`src/rtl/alu_mdu_pkg.sv`:
```
// Shared ALU enumerations plus the multiply/divide op decode helpers.
package alu_mdu_pkg;

  typedef enum logic [3:0] {
    ALU_ADD  = 4'd0,
    ALU_SUB  = 4'd1,
    ALU_SLL  = 4'd2,
    ALU_SLT  = 4'd3,
    ALU_SLTU = 4'd4,
    ALU_XOR  = 4'd5,
    ALU_SRL  = 4'd6,
    ALU_SRA  = 4'd7,
    ALU_OR   = 4'd8,
    ALU_AND  = 4'd9
  } alu_op_e;

  typedef enum logic [2:0] {
    MDU_MUL    = 3'd0,
    MDU_MULH   = 3'd1,
    MDU_MULHSU = 3'd2,
    MDU_MULHU  = 3'd3,
    MDU_DIV    = 3'd4,
    MDU_DIVU   = 3'd5,
    MDU_REM    = 3'd6,
    MDU_REMU   = 3'd7
  } mdu_op_e;

  typedef enum logic [1:0] {
    MDU_IDLE = 2'd0,
    MDU_BUSY = 2'd1,
    MDU_DONE = 2'd2
  } mdu_state_e;

  // True for the four divide/remainder ops.
  function automatic logic is_divrem_op(mdu_op_e op);
    return op inside {MDU_DIV, MDU_DIVU, MDU_REM, MDU_REMU};
  endfunction

  // True for the ops that return the remainder rather than the quotient.
  function automatic logic is_rem_op(mdu_op_e op);
    return op inside {MDU_REM, MDU_REMU};
  endfunction

  // rs1 is treated as two's complement for these ops.
  function automatic logic a_signed_op(mdu_op_e op);
    return op inside {MDU_MUL, MDU_MULH, MDU_MULHSU, MDU_DIV, MDU_REM};
  endfunction

  // rs2 is treated as two's complement for these ops.
  function automatic logic b_signed_op(mdu_op_e op);
    return op inside {MDU_MUL, MDU_MULH, MDU_DIV, MDU_REM};
  endfunction

endpackage

```
`src/rtl/alu_mdu_if.sv`:
```
// Operation request / result handshake bundle for the multiply-divide unit.
interface alu_mdu_if import alu_mdu_pkg::*; #(
  parameter int XLEN  = 32,
  parameter int TAG_W = 5
);
  logic             in_valid;
  logic             in_ready;
  mdu_op_e          in_op;
  logic [XLEN-1:0]  in_a;
  logic [XLEN-1:0]  in_b;
  logic [TAG_W-1:0] in_tag;
  logic             out_valid;
  logic             out_ready;
  logic [XLEN-1:0]  out_result;
  logic [TAG_W-1:0] out_tag;

  modport master (
    output in_valid, in_op, in_a, in_b, in_tag, out_ready,
    input  in_ready, out_valid, out_result, out_tag
  );

  modport slave (
    input  in_valid, in_op, in_a, in_b, in_tag, out_ready,
    output in_ready, out_valid, out_result, out_tag
  );
endinterface

```
`src/rtl/alu_mdu_iter_core.sv`:
```
// Iterative magnitude datapath: radix-2 shift-add multiply and restoring
// shift-subtract divide, one step per clock for XLEN steps.
module mdu_iter_core #(
  parameter int XLEN = 32
) (
  input  logic              clk,
  input  logic              reset,
  input  logic              abort,
  input  logic              start,
  input  logic              is_mul,
  input  logic [XLEN-1:0]   a_mag,
  input  logic [XLEN-1:0]   b_mag,
  output logic              last_iter,
  output logic [2*XLEN-1:0] product,
  output logic [XLEN-1:0]   quotient,
  output logic [XLEN-1:0]   remainder
);
  localparam int CW = $clog2(XLEN) + 1;

  logic [CW-1:0]     count_q;
  logic              mul_q;
  logic [2*XLEN-1:0] acc_q;
  logic [2*XLEN-1:0] mcand_q;
  logic [XLEN-1:0]   shift_q;
  logic [XLEN-1:0]   prem_q;
  logic [XLEN:0]     partial;
  logic [XLEN:0]     diff;

  // Trial subtraction of the divisor from the shifted partial remainder
  always_comb begin
    partial = {prem_q, shift_q[XLEN-1]};
    diff    = partial - {1'b0, mcand_q[XLEN-1:0]};
  end

  // Load on start, then one multiply or divide step per cycle until the counter empties
  always_ff @(posedge clk or posedge reset) begin
    if (reset) begin
      count_q <= '0;
      mul_q   <= 1'b0;
      acc_q   <= '0;
      mcand_q <= '0;
      shift_q <= '0;
      prem_q  <= '0;
    end else if (abort) begin
      count_q <= '0;
    end else if (start) begin
      count_q <= CW'(XLEN);
      mul_q   <= is_mul;
      acc_q   <= '0;
      prem_q  <= '0;
      mcand_q <= {{XLEN{1'b0}}, (is_mul ? a_mag : b_mag)};
      shift_q <= is_mul ? b_mag : a_mag;
    end else if (count_q != '0) begin
      count_q <= count_q - CW'(1);
      if (mul_q) begin
        if (shift_q[0]) begin
          acc_q <= acc_q + mcand_q;
        end
        mcand_q <= mcand_q << 1;
        shift_q <= shift_q >> 1;
      end else if (!diff[XLEN]) begin
        prem_q  <= diff[XLEN-1:0];
        shift_q <= {shift_q[XLEN-2:0], 1'b1};
      end else begin
        prem_q  <= partial[XLEN-1:0];
        shift_q <= {shift_q[XLEN-2:0], 1'b0};
      end
    end
  end

  assign last_iter = (count_q == CW'(1));
  assign product   = acc_q;
  assign quotient  = shift_q;
  assign remainder = prem_q;

endmodule

```
`src/rtl/alu_mdu.sv`:
```
// Multiply/divide unit: FSM, handshake, divide special cases and sign fix-up
// around the iterative magnitude core.
module alu_mdu import alu_mdu_pkg::*; #(
  parameter int XLEN  = 32,
  parameter int TAG_W = 5
) (
  input  logic     clk,
  input  logic     reset,
  input  logic     flush,
  alu_mdu_if.slave bus
);
  localparam logic [XLEN-1:0] MOST_NEG = {1'b1, {(XLEN-1){1'b0}}};

  mdu_state_e        state_q;
  mdu_state_e        state_d;
  logic              accept;
  logic              core_start;
  logic              last_iter;
  logic              a_signed;
  logic              b_signed;
  logic              a_neg;
  logic              b_neg;
  logic              op_divrem;
  logic              op_rem;
  logic              div_zero;
  logic              div_ovf;
  logic              special;
  logic [XLEN-1:0]   a_mag;
  logic [XLEN-1:0]   b_mag;
  logic [XLEN-1:0]   special_res;
  mdu_op_e           op_q;
  logic              neg_q;
  logic              rem_neg_q;
  logic              special_q;
  logic [XLEN-1:0]   special_res_q;
  logic [TAG_W-1:0]  tag_q;
  logic [2*XLEN-1:0] product;
  logic [2*XLEN-1:0] product_fix;
  logic [XLEN-1:0]   quotient;
  logic [XLEN-1:0]   remainder;
  logic [XLEN-1:0]   quotient_fix;
  logic [XLEN-1:0]   remainder_fix;
  logic [XLEN-1:0]   result;

  assign bus.in_ready = (state_q == MDU_IDLE);
  assign accept       = bus.in_valid && bus.in_ready && !flush;
  assign core_start   = accept && !special;

  // Decode the offered op: signedness, operand magnitudes and the divide cases that skip the core
  always_comb begin
    a_signed    = a_signed_op(bus.in_op);
    b_signed    = b_signed_op(bus.in_op);
    op_divrem   = is_divrem_op(bus.in_op);
    op_rem      = is_rem_op(bus.in_op);
    a_neg       = a_signed && bus.in_a[XLEN-1];
    b_neg       = b_signed && bus.in_b[XLEN-1];
    a_mag       = a_neg ? ({XLEN{1'b0}} - bus.in_a) : bus.in_a;
    b_mag       = b_neg ? ({XLEN{1'b0}} - bus.in_b) : bus.in_b;
    div_zero    = op_divrem && (bus.in_b == '0);
    div_ovf     = op_divrem && a_signed && (bus.in_a == MOST_NEG) && (bus.in_b == '1);
    special     = div_zero || div_ovf;
    special_res = '0;
    if (div_zero) begin
      special_res = op_rem ? bus.in_a : '1;
    end else if (div_ovf) begin
      special_res = op_rem ? '0 : bus.in_a;
    end
  end

  // Capture the op, sign fix-up flags, any special-case result and the tag on accept
  always_ff @(posedge clk or posedge reset) begin
    if (reset) begin
      op_q          <= MDU_MUL;
      neg_q         <= 1'b0;
      rem_neg_q     <= 1'b0;
      special_q     <= 1'b0;
      special_res_q <= '0;
      tag_q         <= '0;
    end else if (accept) begin
      op_q          <= bus.in_op;
      neg_q         <= a_neg ^ b_neg;
      rem_neg_q     <= a_neg;
      special_q     <= special;
      special_res_q <= special_res;
      tag_q         <= bus.in_tag;
    end
  end

  // State register
  always_ff @(posedge clk or posedge reset) begin
    if (reset) begin
      state_q <= MDU_IDLE;
    end else begin
      state_q <= state_d;
    end
  end

  // Next state: flush wins over everything, special divides jump straight to DONE
  always_comb begin
    state_d = state_q;
    if (flush) begin
      state_d = MDU_IDLE;
    end else begin
      case (state_q)
        MDU_IDLE: if (bus.in_valid) state_d = special ? MDU_DONE : MDU_BUSY;
        MDU_BUSY: if (last_iter) state_d = MDU_DONE;
        MDU_DONE: if (bus.out_ready) state_d = MDU_IDLE;
        default:  state_d = MDU_IDLE;
      endcase
    end
  end

  mdu_iter_core #(.XLEN(XLEN)) u_core (
    .clk       (clk),
    .reset     (reset),
    .abort     (flush),
    .start     (core_start),
    .is_mul    (!op_divrem),
    .a_mag     (a_mag),
    .b_mag     (b_mag),
    .last_iter (last_iter),
    .product   (product),
    .quotient  (quotient),
    .remainder (remainder)
  );

  // Apply the final two's-complement negate and pick the half or result the op asks for
  always_comb begin
    product_fix   = neg_q ? ({(2*XLEN){1'b0}} - product) : product;
    quotient_fix  = neg_q ? ({XLEN{1'b0}} - quotient) : quotient;
    remainder_fix = rem_neg_q ? ({XLEN{1'b0}} - remainder) : remainder;
    case (op_q)
      MDU_MUL:                        result = product_fix[XLEN-1:0];
      MDU_MULH, MDU_MULHSU, MDU_MULHU: result = product_fix[2*XLEN-1:XLEN];
      MDU_DIV, MDU_DIVU:              result = quotient_fix;
      default:                        result = remainder_fix;
    endcase
  end

  assign bus.out_valid  = (state_q == MDU_DONE);
  assign bus.out_result = bus.out_valid ? (special_q ? special_res_q : result) : '0;
  assign bus.out_tag    = tag_q;

endmodule

```
`src/flat_wrapper.sv`:
```
// flat-port wrapper written by rule: the top's interface ports become plain ports
module alu_mdu_flat import alu_mdu_pkg::*;
#(
  parameter int XLEN  = 32,
  parameter int TAG_W = 5
)
  (clk, reset, flush, bus_in_valid, bus_in_op, bus_in_a, bus_in_b, bus_in_tag, bus_out_ready, bus_in_ready, bus_out_valid, bus_out_result, bus_out_tag);
  alu_mdu_if #(.XLEN(XLEN), .TAG_W(TAG_W)) bus_i ();
  input  logic clk;
  input  logic reset;
  input  logic flush;
  input wire logic [$bits(bus_i.in_valid)-1:0] bus_in_valid;
  input wire logic [$bits(bus_i.in_op)-1:0] bus_in_op;
  input wire logic [$bits(bus_i.in_a)-1:0] bus_in_a;
  input wire logic [$bits(bus_i.in_b)-1:0] bus_in_b;
  input wire logic [$bits(bus_i.in_tag)-1:0] bus_in_tag;
  input wire logic [$bits(bus_i.out_ready)-1:0] bus_out_ready;
  output wire logic [$bits(bus_i.in_ready)-1:0] bus_in_ready;
  output wire logic [$bits(bus_i.out_valid)-1:0] bus_out_valid;
  output wire logic [$bits(bus_i.out_result)-1:0] bus_out_result;
  output wire logic [$bits(bus_i.out_tag)-1:0] bus_out_tag;
  assign bus_i.in_valid = bus_in_valid;
  assign bus_i.in_op = bus_in_op;
  assign bus_i.in_a = bus_in_a;
  assign bus_i.in_b = bus_in_b;
  assign bus_i.in_tag = bus_in_tag;
  assign bus_i.out_ready = bus_out_ready;
  assign bus_in_ready = bus_i.in_ready;
  assign bus_out_valid = bus_i.out_valid;
  assign bus_out_result = bus_i.out_result;
  assign bus_out_tag = bus_i.out_tag;
  alu_mdu #(.XLEN(XLEN), .TAG_W(TAG_W)) u_core (.clk(clk), .reset(reset), .flush(flush), .bus(bus_i));
endmodule
```
`config.mk`:
```
export PLATFORM = sky130hd
export DESIGN_NAME = alu_mdu_flat
export DESIGN_NICKNAME = d
export VERILOG_FILES = /design/src/rtl/alu_mdu_pkg.sv /design/src/rtl/alu_mdu_if.sv /design/src/rtl/alu_mdu_iter_core.sv /design/src/rtl/alu_mdu.sv /design/src/flat_wrapper.sv
export SDC_FILE = /design/constraint.sdc
export NUM_CORES = 1
export LEC_CHECK = 0
export ABC_CLOCK_PERIOD_IN_PS = 11850
export CAP_MARGIN = 20
export CORE_UTILIZATION = 40
export CTS_CLUSTER_SIZE = 28
export DETAILED_ROUTE_END_ITERATION = 8
export PLACE_DENSITY = 0.61
export SYNTH_ARGS = -nofsm -noshare
export SYNTH_HDL_FRONTEND = slang
export SYNTH_HIERARCHICAL = 1
export SYNTH_SLANG_ARGS = --single-unit
export TNS_END_PERCENT = 30
```
`constraint.sdc`:
```
create_clock -name clk -period 11.85 [get_ports clk]
set_input_delay 1.185 -clock clk [delete_from_list [all_inputs] [get_ports clk]]
set_output_delay 1.185 -clock clk [all_outputs]
set_load 0.1 [all_outputs]
```
# Word level (Yosys, flattened, before mapping)
# Index checks and enable logic that the tools add are counted.
dict set report totals {
  reg_bits 244
  inputBits 77
  out_inout_bits 39
  word_cells 115
}
dict set report op_classes {
  add_sub_neg 8
  eq_ne 20
  muxes 38
  n_bitwise 2
  reduce_logical 34
}
# operator n
set op_table {}
lappend op_table {{$mux 32} 19}
lappend op_table {{$mux 64} 8}
lappend op_table {{$sub 1x32->32 const A} 4}
lappend op_table {{$pmux 32 s3} 1}
lappend op_table {{$add 64x64->64} 1}
lappend op_table {{$eq 32x32->1 const B} 2}
lappend op_table {{$sub 1x64->64 const A} 1}
lappend op_table {{$sub 33x32->33} 1}
lappend op_table {{$logic_not 32->1} 1}
lappend op_table {{$eq 3x3->1 const B} 6}
lappend op_table {{$mux 6} 3}
lappend op_table {{$mux 2} 5}
lappend op_table {{$eq 3x2->1 const B} 3}
lappend op_table {{$logic_and 1x1->1} 9}
lappend op_table {{$ne 3x3->1 const B} 3}
lappend op_table {{$reduce_and 3->1} 3}
lappend op_table {{$reduce_bool 2->1} 4}
lappend op_table {{$reduce_bool 4->1} 2}
lappend op_table {{$eq 3x1->1 const B} 2}
lappend op_table {{$eq 6x1->1 const B} 1}
lappend op_table {{$logic_not 3->1} 2}
lappend op_table {{$pmux 2 s3} 1}
lappend op_table {{$reduce_bool 6->1} 1}
lappend op_table {{$sub 6x1->6 const B} 1}
lappend op_table {{15 further kinds} 18}

# Logic depth before layout (Yosys ltp)
# Gate-level depths: netlist of run 1.
dict set report depth {
  word_depth 10
  depth_mapped 17
  depth_no_buf 14
}

# By module
# Netlist of run 1, hierarchy kept.
# module instances cells_per_inst area_per_inst_um2 seq_area_each_um2
set modules_own_cells {}
lappend modules_own_cells {mdu_iter_core 1 1755 14682.8 4979.8}
lappend modules_own_cells {alu_mdu 1 1079 7679.9 1126.1}

# Worst setup path after synthesis of run 1
# Ideal clock, no wire load.
dict set report synth_path {
  kind {register -> output}
  start {reg u_core.u_core.acc_q[1], in the netlist u_core/u_core/product[1]}
  end {out bus_out_result[26]}
  arrival_time_ns 4.605
  required_ns 10.665
  path_slack_ns 6.060
  path_stages_with_launch 10
  path_buffers 0
  cell_sequence {dfrtp_1 > inv_1 > ha_1 > or4b_2 > nor4_1 > nand4bb_1 > nor4b_2 > mux2_1 > a21oi_1 > a211oi_1}
}
dict set report synth_between {
  elab_chain_len 5
}
# item line_no
set synth_rtl {}
lappend synth_rtl {{start, declared} alu_mdu_iter_core.sv:22} ;# logic [2*XLEN-1:0] acc_q;
lappend synth_rtl {{start signal, assigned} alu_mdu_iter_core.sv:57} ;# acc_q <= acc_q + mcand_q;
lappend synth_rtl {{$sub 1x64->64} alu_mdu.sv:129} ;# product_fix = neg_q ? ({(2*XLEN){1'b0}} - product) : product;
lappend synth_rtl {{$mux 64} alu_mdu.sv:129}
lappend synth_rtl {{$pmux 32 s3} alu_mdu.sv:132} ;# case (op_q)
lappend synth_rtl {{$mux 32 (2 in series)} alu_mdu.sv:141} ;# assign bus.out_result = bus.out_valid ? (special_q ? special_res_q : result) : '0;
lappend synth_rtl {{end, declared} flat_wrapper.sv:20} ;# output wire logic [$bits(bus_i.out_result)-1:0] bus_out_result;
# Every way passes these cells.

# Worst setup path in the final report of run 1
dict set report layout_path {
  start {reg u_core.u_core.acc_q[4], in the netlist u_core/u_core/product[4]}
  end {out bus_out_result[25]}
}
# Same word-level chain as after synthesis.

==> results of run 1 <==
-- state kept, by name, indices dropped and copies added, names as in the netlist --
signal	count
u_core/op_q	3
u_core/u_core/product	64
u_core/u_core/mul_q	1
u_core/rem_neg_q	1
u_core/u_core/quotient	32
u_core/u_core/mcand_q	64
u_core/u_core/count_q	6
u_core/neg_q	1
u_core/special_res_q	32
u_core/state_q	2
u_core/bus.out_tag	5
u_core/special_q	1
u_core/u_core/remainder	32
-- routing by layer --
layer	vias up	part of all wire, %	global-route usage [%]
li1	10500	-	-
met1	11200	42	41.5
met2	1133	44	48.9
met3	230	8.0	5.06
met4	6	5.8	17.0
met5	-	0.040	0
-- report_power, final --
| group | switching (uW) | internal (uW) | leakage, uW |
|---|---|---|---|
| logic | 2610 | 1510 | 0.00675 |
| clock network | 416 | 669 | 0.000578 |
| registers | 522 | 1090 | 0.00323 |
| total | 3550 | 3270 | 0.0106 |
-- worst max-delay path, delay by kind of cell, from the launching register on --
family | cells | cell delay (ns)
buffers and inverters | 1 | 1.28
AND/OR/NAND/NOR | 6 | 2.94
flip-flops | 1 | 0.51
multiplexers | 1 | 0.24
-- logic make-up after synthesis --
group                    count (synthesis)  synth area share (%)
XOR/XNOR                               243                  9.55
adder cells (fa/ha/maj)                105                  5.94
AND/OR/NAND/NOR                        934                  19.9
multiplexers                           137                  6.37
AO/OA/AOI/OAI                          915                  26.1
flip-flops                             244                  27.3
buffers and inverters                  256                  4.82
-- synth_stat cells, drive strengths merged (6+ instances only) --
| master | n | share of area (%) |
|---|---|---|
| dfrtp | 244 | 27 |
| and3 | 11 | 0.31 |
| clkbuf | 142 | 2.6 |
| a221oi | 11 | 0.43 |
| o311ai | 19 | 0.74 |
| o41ai | 27 | 1.2 |
| and2 | 13 | 0.36 |
| xor2 | 128 | 5.0 |
| xnor2 | 115 | 4.5 |
| mux2i | 95 | 4.3 |
| a21o | 41 | 1.4 |
| a22o | 43 | 1.7 |
| o211ai | 14 | 0.47 |
| o21a | 13 | 0.44 |
| nand2 | 315 | 5.3 |
| buf | 33 | 0.85 |
| a311oi | 6 | 0.23 |
| a211oi | 17 | 0.59 |
| or4 | 25 | 0.91 |
| o21ai | 281 | 6.3 |
| o21bai | 21 | 0.72 |
| o31ai | 43 | 1.4 |
| o31a | 7 | 0.27 |
| mux2 | 42 | 2.1 |
| o22ai | 42 | 1.2 |
| nor2b | 11 | 0.31 |
| nand2b | 17 | 0.48 |
| nand3b | 11 | 0.37 |
| a21oi | 232 | 5.2 |
| nor2 | 243 | 4.1 |
| or2 | 17 | 0.48 |
| or3 | 28 | 0.79 |
| ha | 103 | 5.8 |
| nor3 | 73 | 1.6 |
| a2111oi | 7 | 0.36 |
| o221ai | 13 | 0.51 |
| nor4 | 37 | 1.1 |
| nand3 | 59 | 1.3 |
| a31oi | 19 | 0.53 |
| inv | 78 | 1.3 |
| nand4 | 51 | 1.4 |
-- area by class of cell --
cell class,count,area share [%]
Multi-Input combinational cell,2334,60.5
Sequential cell,244,24.2
Timing Repair Buffer,148,5.66
Clock buffer,45,3.86
Tap cell,748,3.71
Inverter,81,1.25
Clock inverter,15,0.834
Antenna cell,1,0.00992
-- worst max path at each step --
| stage | start | endpoint | slack (ns) |
|---|---|---|---|
| 3_5_place_dp | bus_in_b[13] | u_core/u_core/product[63]$_DFFE_PP0P_ | 5.30 |
| 4_1_cts | u_core/u_core/product[4]$_DFFE_PP0P_ | bus_out_result[9] | 5.25 |
| 3_3_place_gp | bus_in_b[13] | u_core/u_core/product[56]$_DFFE_PP0P_ | 5.39 |
| 6_report | u_core/u_core/product[4]$_DFFE_PP0P_ | bus_out_result[25] | 5.14 |
| 2_1_floorplan | reset | u_core/u_core/count_q[0]$_DFFE_PP0P_ | 5.24 |
| 5_1_grt | u_core/u_core/product[4]$_DFFE_PP0P_ | bus_out_result[25] | 5.06 |
-- stage by stage --
stage                     utilization, %  area [um2]  total power [uW]  instances
final                               45.7       25200              6820       3616
after global placement              43.5       24000              5530       3553
after detailed placement            43.5       24000              5600       3555
after global routing                45.7       25200              7210       3615
after floorplan                        -       22400              4370       2834
after CTS                           45.7       25200              6720       3615
==> run_results.csv, run 1 <==
group,metric,value,unit
status,status,"completed",
global_route,grt_pass1_vias,21700,
setup_path,critPathMaxStageDelay,1.28,ns
final_layout,nFillCells,5503,
setup_path,slowest_stage,"clkdlybuf4s50_1",
setup_path,r2r_cells,14,
power_and_ir_drop,peakVddDrop,0.190,mV
clock_network,hold_buffers,0,
clock_network,clock_path_buffers,3,
clock_network,clock_sinks,244,
clock_network,postCtsSetupBuffers,0,
sta,min_period,6.71,ns
setup_path,crit_path_cell_trace,"nor4_2 > nand4_1 > nor2_1 > nand4_1 > mux2i_1 > nor3_1 > nor3_1 > clkdlybuf4s50_1",
synthesis,syn_inst,2834,
synthesis,syn_area,0.0224,mm2
setup_path,worstSetupPathType,"flop to output port",
placement,port_buffers,115,
sta,rsz0062_at_grt,"false",
synthesis,ys_ff_latch,244,
placement,dp_slack,5.30,ns
synthesis,synth-edff-count,0,
die,die_w,238,um
setup_path,r2r_end,"u_core/u_core/product[63]$_DFFE_PP0P_",
sta,clock-skew-final,0.0291,ns
die,fp.dieArea,0.0569,mm2
routing,wire_per_inst,25.1,um
synthesis,ys_warn_count,6,
sta,fmax,149,MHz
setup_path,cp.arrival,5.52,ns
final_layout,regArea,0.00611,mm2
setup_path,cp-end-kind,"output port",
worst_hold_path,whs_path_depth,1,
clock_network,clkLatencyLatePin,0.56,ns
die,num_rows,86,
clock_network,cts_root_buffer,"clkbuf_16",
worst_hold_path,min_from,"u_core/bus.out_tag[1]$_DFFE_PP0P_",
clock_network,cts_buffers,34,
setup_path,critPathLaunchType,"flop",
setup_path,r2r-start,"u_core/state_q[1]$_DFFE_PP0P_",
routing,ant_nets,0,
sta,maxSlewViolCount,0,
die,initial_core_util,40.5,%
sta,setup_viol,0,
synthesis,syn_avg_cell_area,7.89,um2
routing,vias_per_cell,6.36,
die,boundaryPins,116,
sta,fin_ws,5.14,ns
synthesis,syn-num-nets,3016,
setup_path,r2r_slack,7.08,ns
routing,dr.first_iter.drc_count,2454,
die,coreArea,0.0552,mm2
sta,finalSetupTns,0,ns
synthesis,synth_top_flop_cell,"dfrtp_1",
global_route,groute.usage.overall,31.4,%
power_and_ir_drop,p_leak,0.0106,uW
die,dieHeight,238,um
synthesis,synthDistinctLibCells,101,
routing,totalWireLength,90700,um
run,cap_viol_max_count,0,
final_layout,final_cell_mix,"314 x nand2_1, 263 x o21ai_0, 243 x dfrtp_1, 241 x nor2_1, 231 x a21oi_1",
worst_hold_path,holdCritPathClass,"flop to flop",
synthesis,async_flop_share,100,%
routing,vias,23000,
routing,first_pass_iters,8,
sta,slew_headroom,23.7,%
sta,finalHoldViolations,0,
global_route,grt_max_degree,96,
setup_path,worstPathMaxFanout,11,
sta,worst_slew_pin_slew,1.14,ns
clock_network,h-tree-depth,2,
final_layout,nNetsFinal,3025,
power_and_ir_drop,p_per_area,271,mW/mm2
placement,dp_hpwl,69800,um
sta,min_period_over_period,56.6,%
global_route,antenna_found_initial,4,
clock_network,path_clk_slew,0.06,ns
clock_network,cts_tree,"done",
synthesis,seq_area_frac_synth,27.3,%
global_route,grt.overflow.total,0,
final_layout,syn2layout_area_growth,12.8,%
setup_path,cp.required,10.67,ns
final_layout,multiInputGateArea,0.0152,mm2
clock_network,ctsResizeCount,0,
routing,drc,0,
global_route,grt_first_pass_wirelength,136000,um
final_layout,final_layout_size_suffix_gt1_share,6.63,%
worst_hold_path,min_to,"u_core/bus.out_tag[1]$_DFFE_PP0P_",
sta,holdWs,0.516,ns
final_layout,final_common_cell,"nand2_1",
placement,finalWeightedCongestion,1.02,
Power figures use the tool's default switching activity.
==> inputs of run 2 (changes only) <==
Settings changed: ABC_CLOCK_PERIOD_IN_PS 11850 to 6100, PLACE_DENSITY 0.61 to 0.63.
Clock period 11.85 ns to 6.1 ns, I/O delays scaled along.
==> run 2 against run 1 <==
  * First-iteration DRC count decreased by 15%
  * Setup slack worse by 4.8 ns
  * Via count decreased by 0.73%
  * Critical path type unchanged
  * Critical endpoint is now bus_out_result[5]
==> run_results.csv, run 2 (same netlist as run 1, synthesis figures left out) <==
group,metric,value,unit
placement,port_buffers,115,
routing,drc,0,
clock_network,cts_tree,"done",
routing,dr.first_iter.drc_count,2094,
final_layout,final_common_cell,"nand2_1",
setup_path,critPathMaxStageDelay,1.22,ns
clock_network,ctsResizeCount,0,
sta,maxSlewViolCount,0,
sta,finalSetupTns,0,ns
clock_network,clock_sinks,244,
setup_path,critPathLaunchType,"flop",
sta,clock-skew-final,0.0406,ns
routing,wl_met1,38100,um
final_layout,multiInputGateArea,0.0152,mm2
sta,worst_slew_pin_slew,1.05,ns
final_layout,syn2layout_area_growth,12.9,%
final_layout,regArea,0.00611,mm2
power_and_ir_drop,p_leak,0.0107,uW
sta,setup_viol,0,
global_route,groute.usage.overall,31.4,%
clock_network,h-tree-depth,1,
routing,wire_per_inst,25.0,um
sta,rsz0062_at_grt,"false",
final_layout,nFillCells,5436,
clock_network,clkLatencyLatePin,0.61,ns
die,dieHeight,238,um
global_route,antenna_found_initial,0,
global_route,grt.overflow.total,0,
routing,vias,22800,
setup_path,cp.arrival,5.18,ns
routing,met2_length,41800,um
placement,dp_hpwl,70300,um
sta,min_period,5.79,ns
clock_network,clock_path_buffers,3,
placement,finalWeightedCongestion,1.04,
routing,totalWireLength,90800,um
die,fp.dieArea,0.0569,mm2
routing,wl_met3,6370,um
global_route,grt_pass1_vias,21900,
routing,highest_layer,"met4",
final_layout,num_antenna_cells,0,
sta,holdWs,0.401,ns
run,cap_viol_max_count,0,
placement,postPlaceCellArea,0.0241,mm2
clock_network,cts_buffers,31,
power_and_ir_drop,p_per_area,525,mW/mm2
setup_path,crit_path_cell_trace,"nor4_2 > nand4_1 > or4_1 > o31ai_1 > xor2_1 > o22ai_1 > clkdlybuf4s50_1",
setup_path,worstSetupPathType,"flop to output port",
final_layout,nNetsFinal,3042,
setup_path,critPathBufInv,1,
die,coreArea,0.0552,mm2
routing,vias_per_cell,6.29,
final_layout,final_layout_size_suffix_gt1_share,8.01,%
clock_network,cts_root_buffer,"clkbuf_16",
setup_path,crit_family,"simple AND/OR/NAND/NOR gates",
sta,finalHoldViolations,0,
clock_network,postCtsSetupBuffers,0,
power_and_ir_drop,peakVddDrop,0.363,mV
power_and_ir_drop,fin_total_pwr,13300,uW
sta,slew_headroom,30.0,%
status,status,"completed",
sta,min_period_over_period,95.0,%
setup_path,cp-end-kind,"output port",
global_route,grt_max_degree,101,
worst_hold_path,holdCritPathClass,"input port to asynchronous set/reset pin",
die,num_rows,86,
clock_network,path_clk_slew,0.06,ns
sta,fmax,173,MHz
setup_path,slowest_stage,"clkdlybuf4s50_1",
final_layout,final_cell_area,0.0253,mm2
setup_path,cp.required,5.49,ns
die,die_w,238,um
global_route,grt_first_pass_wirelength,137000,um
routing,first_pass_iters,5,
die,initial_core_util,40.5,%
routing,ant_nets,0,
die,boundaryPins,116,
final_layout,final_cell_mix,"314 x nand2_1, 263 x o21ai_0, 243 x dfrtp_1, 241 x nor2_1, 231 x a21oi_1",
setup_path,worstPathMaxFanout,11,
clock_network,hold_buffers,0,
run 2: area by class of cell:
type / instances / area share [%]
repair buffers: 168 / 6.11
multi-input cells: 2334 / 60.4
clock inverters: 18 / 0.907
inverters: 81 / 1.24
clock buffers: 40 / 3.48
well taps: 748 / 3.71
flip-flops and latches: 244 / 24.2
run 2: metrics by stage:
stage	setup slack (ns)	util (%)	std cells
4_1_cts	0.368	45.7	3632
5_1_grt	0.238	45.8	3633
2_1_floorplan	0.0643	-	2834
6_report	0.305	45.8	3633
3_5_place_dp	0.631	43.7	3574
3_3_place_gp	0.801	43.7	3574
run 2: worst register-to-register path, delay by kind of cell, from the launching register on:
kind | cells | cell delay, ns
multiplexers | 1 | 0.22
AO/OA/AOI/OAI | 8 | 1.92
adder cells (fa/ha/maj) | 2 | 0.65
buffers and inverters | 3 | 0.65
XOR/XNOR | 1 | 0.69
flip-flops | 1 | 0.38
run 2: power by group:
group / total, uW / switching [uW] / leakage [uW] / internal, uW
Combinational: 8080 / 5060 / 0.00690 / 3010
Clock: 1990 / 796 / 0.000546 / 1190
Sequential: 3200 / 1080 / 0.00323 / 2110
run 2: final timing paths:
check	end	cells past startpoint	start	slack [ns]
worst max-delay path	bus_out_result[5]	7	u_core/u_core/product[4]$_DFFE_PP0P_	0.31
worst min-delay path	u_core/special_res_q[17]$_DFFE_PP0P_	2	reset	0.40
worst max register to register	u_core/u_core/remainder[3]$_DFFE_PP0P_	15	u_core/u_core/quotient[31]$_DFFE_PP0P_	1.47
worst min register to register	u_core/bus.out_tag[0]$_DFFE_PP0P_	1	u_core/bus.out_tag[0]$_DFFE_PP0P_	0.51
max in group asynchronous	u_core/u_core/product[9]$_DFFE_PP0P_	3	reset	4.35
min in group clk	u_core/bus.out_tag[0]$_DFFE_PP0P_	1	u_core/bus.out_tag[0]$_DFFE_PP0P_	0.51
run 2: per-layer routing:
metal / global-route usage [%] / vias to the layer above
li1: - / 10500
met1: 41.4 / 11100
met2: 51.8 / 1097
met3: 3.35 / 175
met4: 14.2 / 0
met5: 0 / -
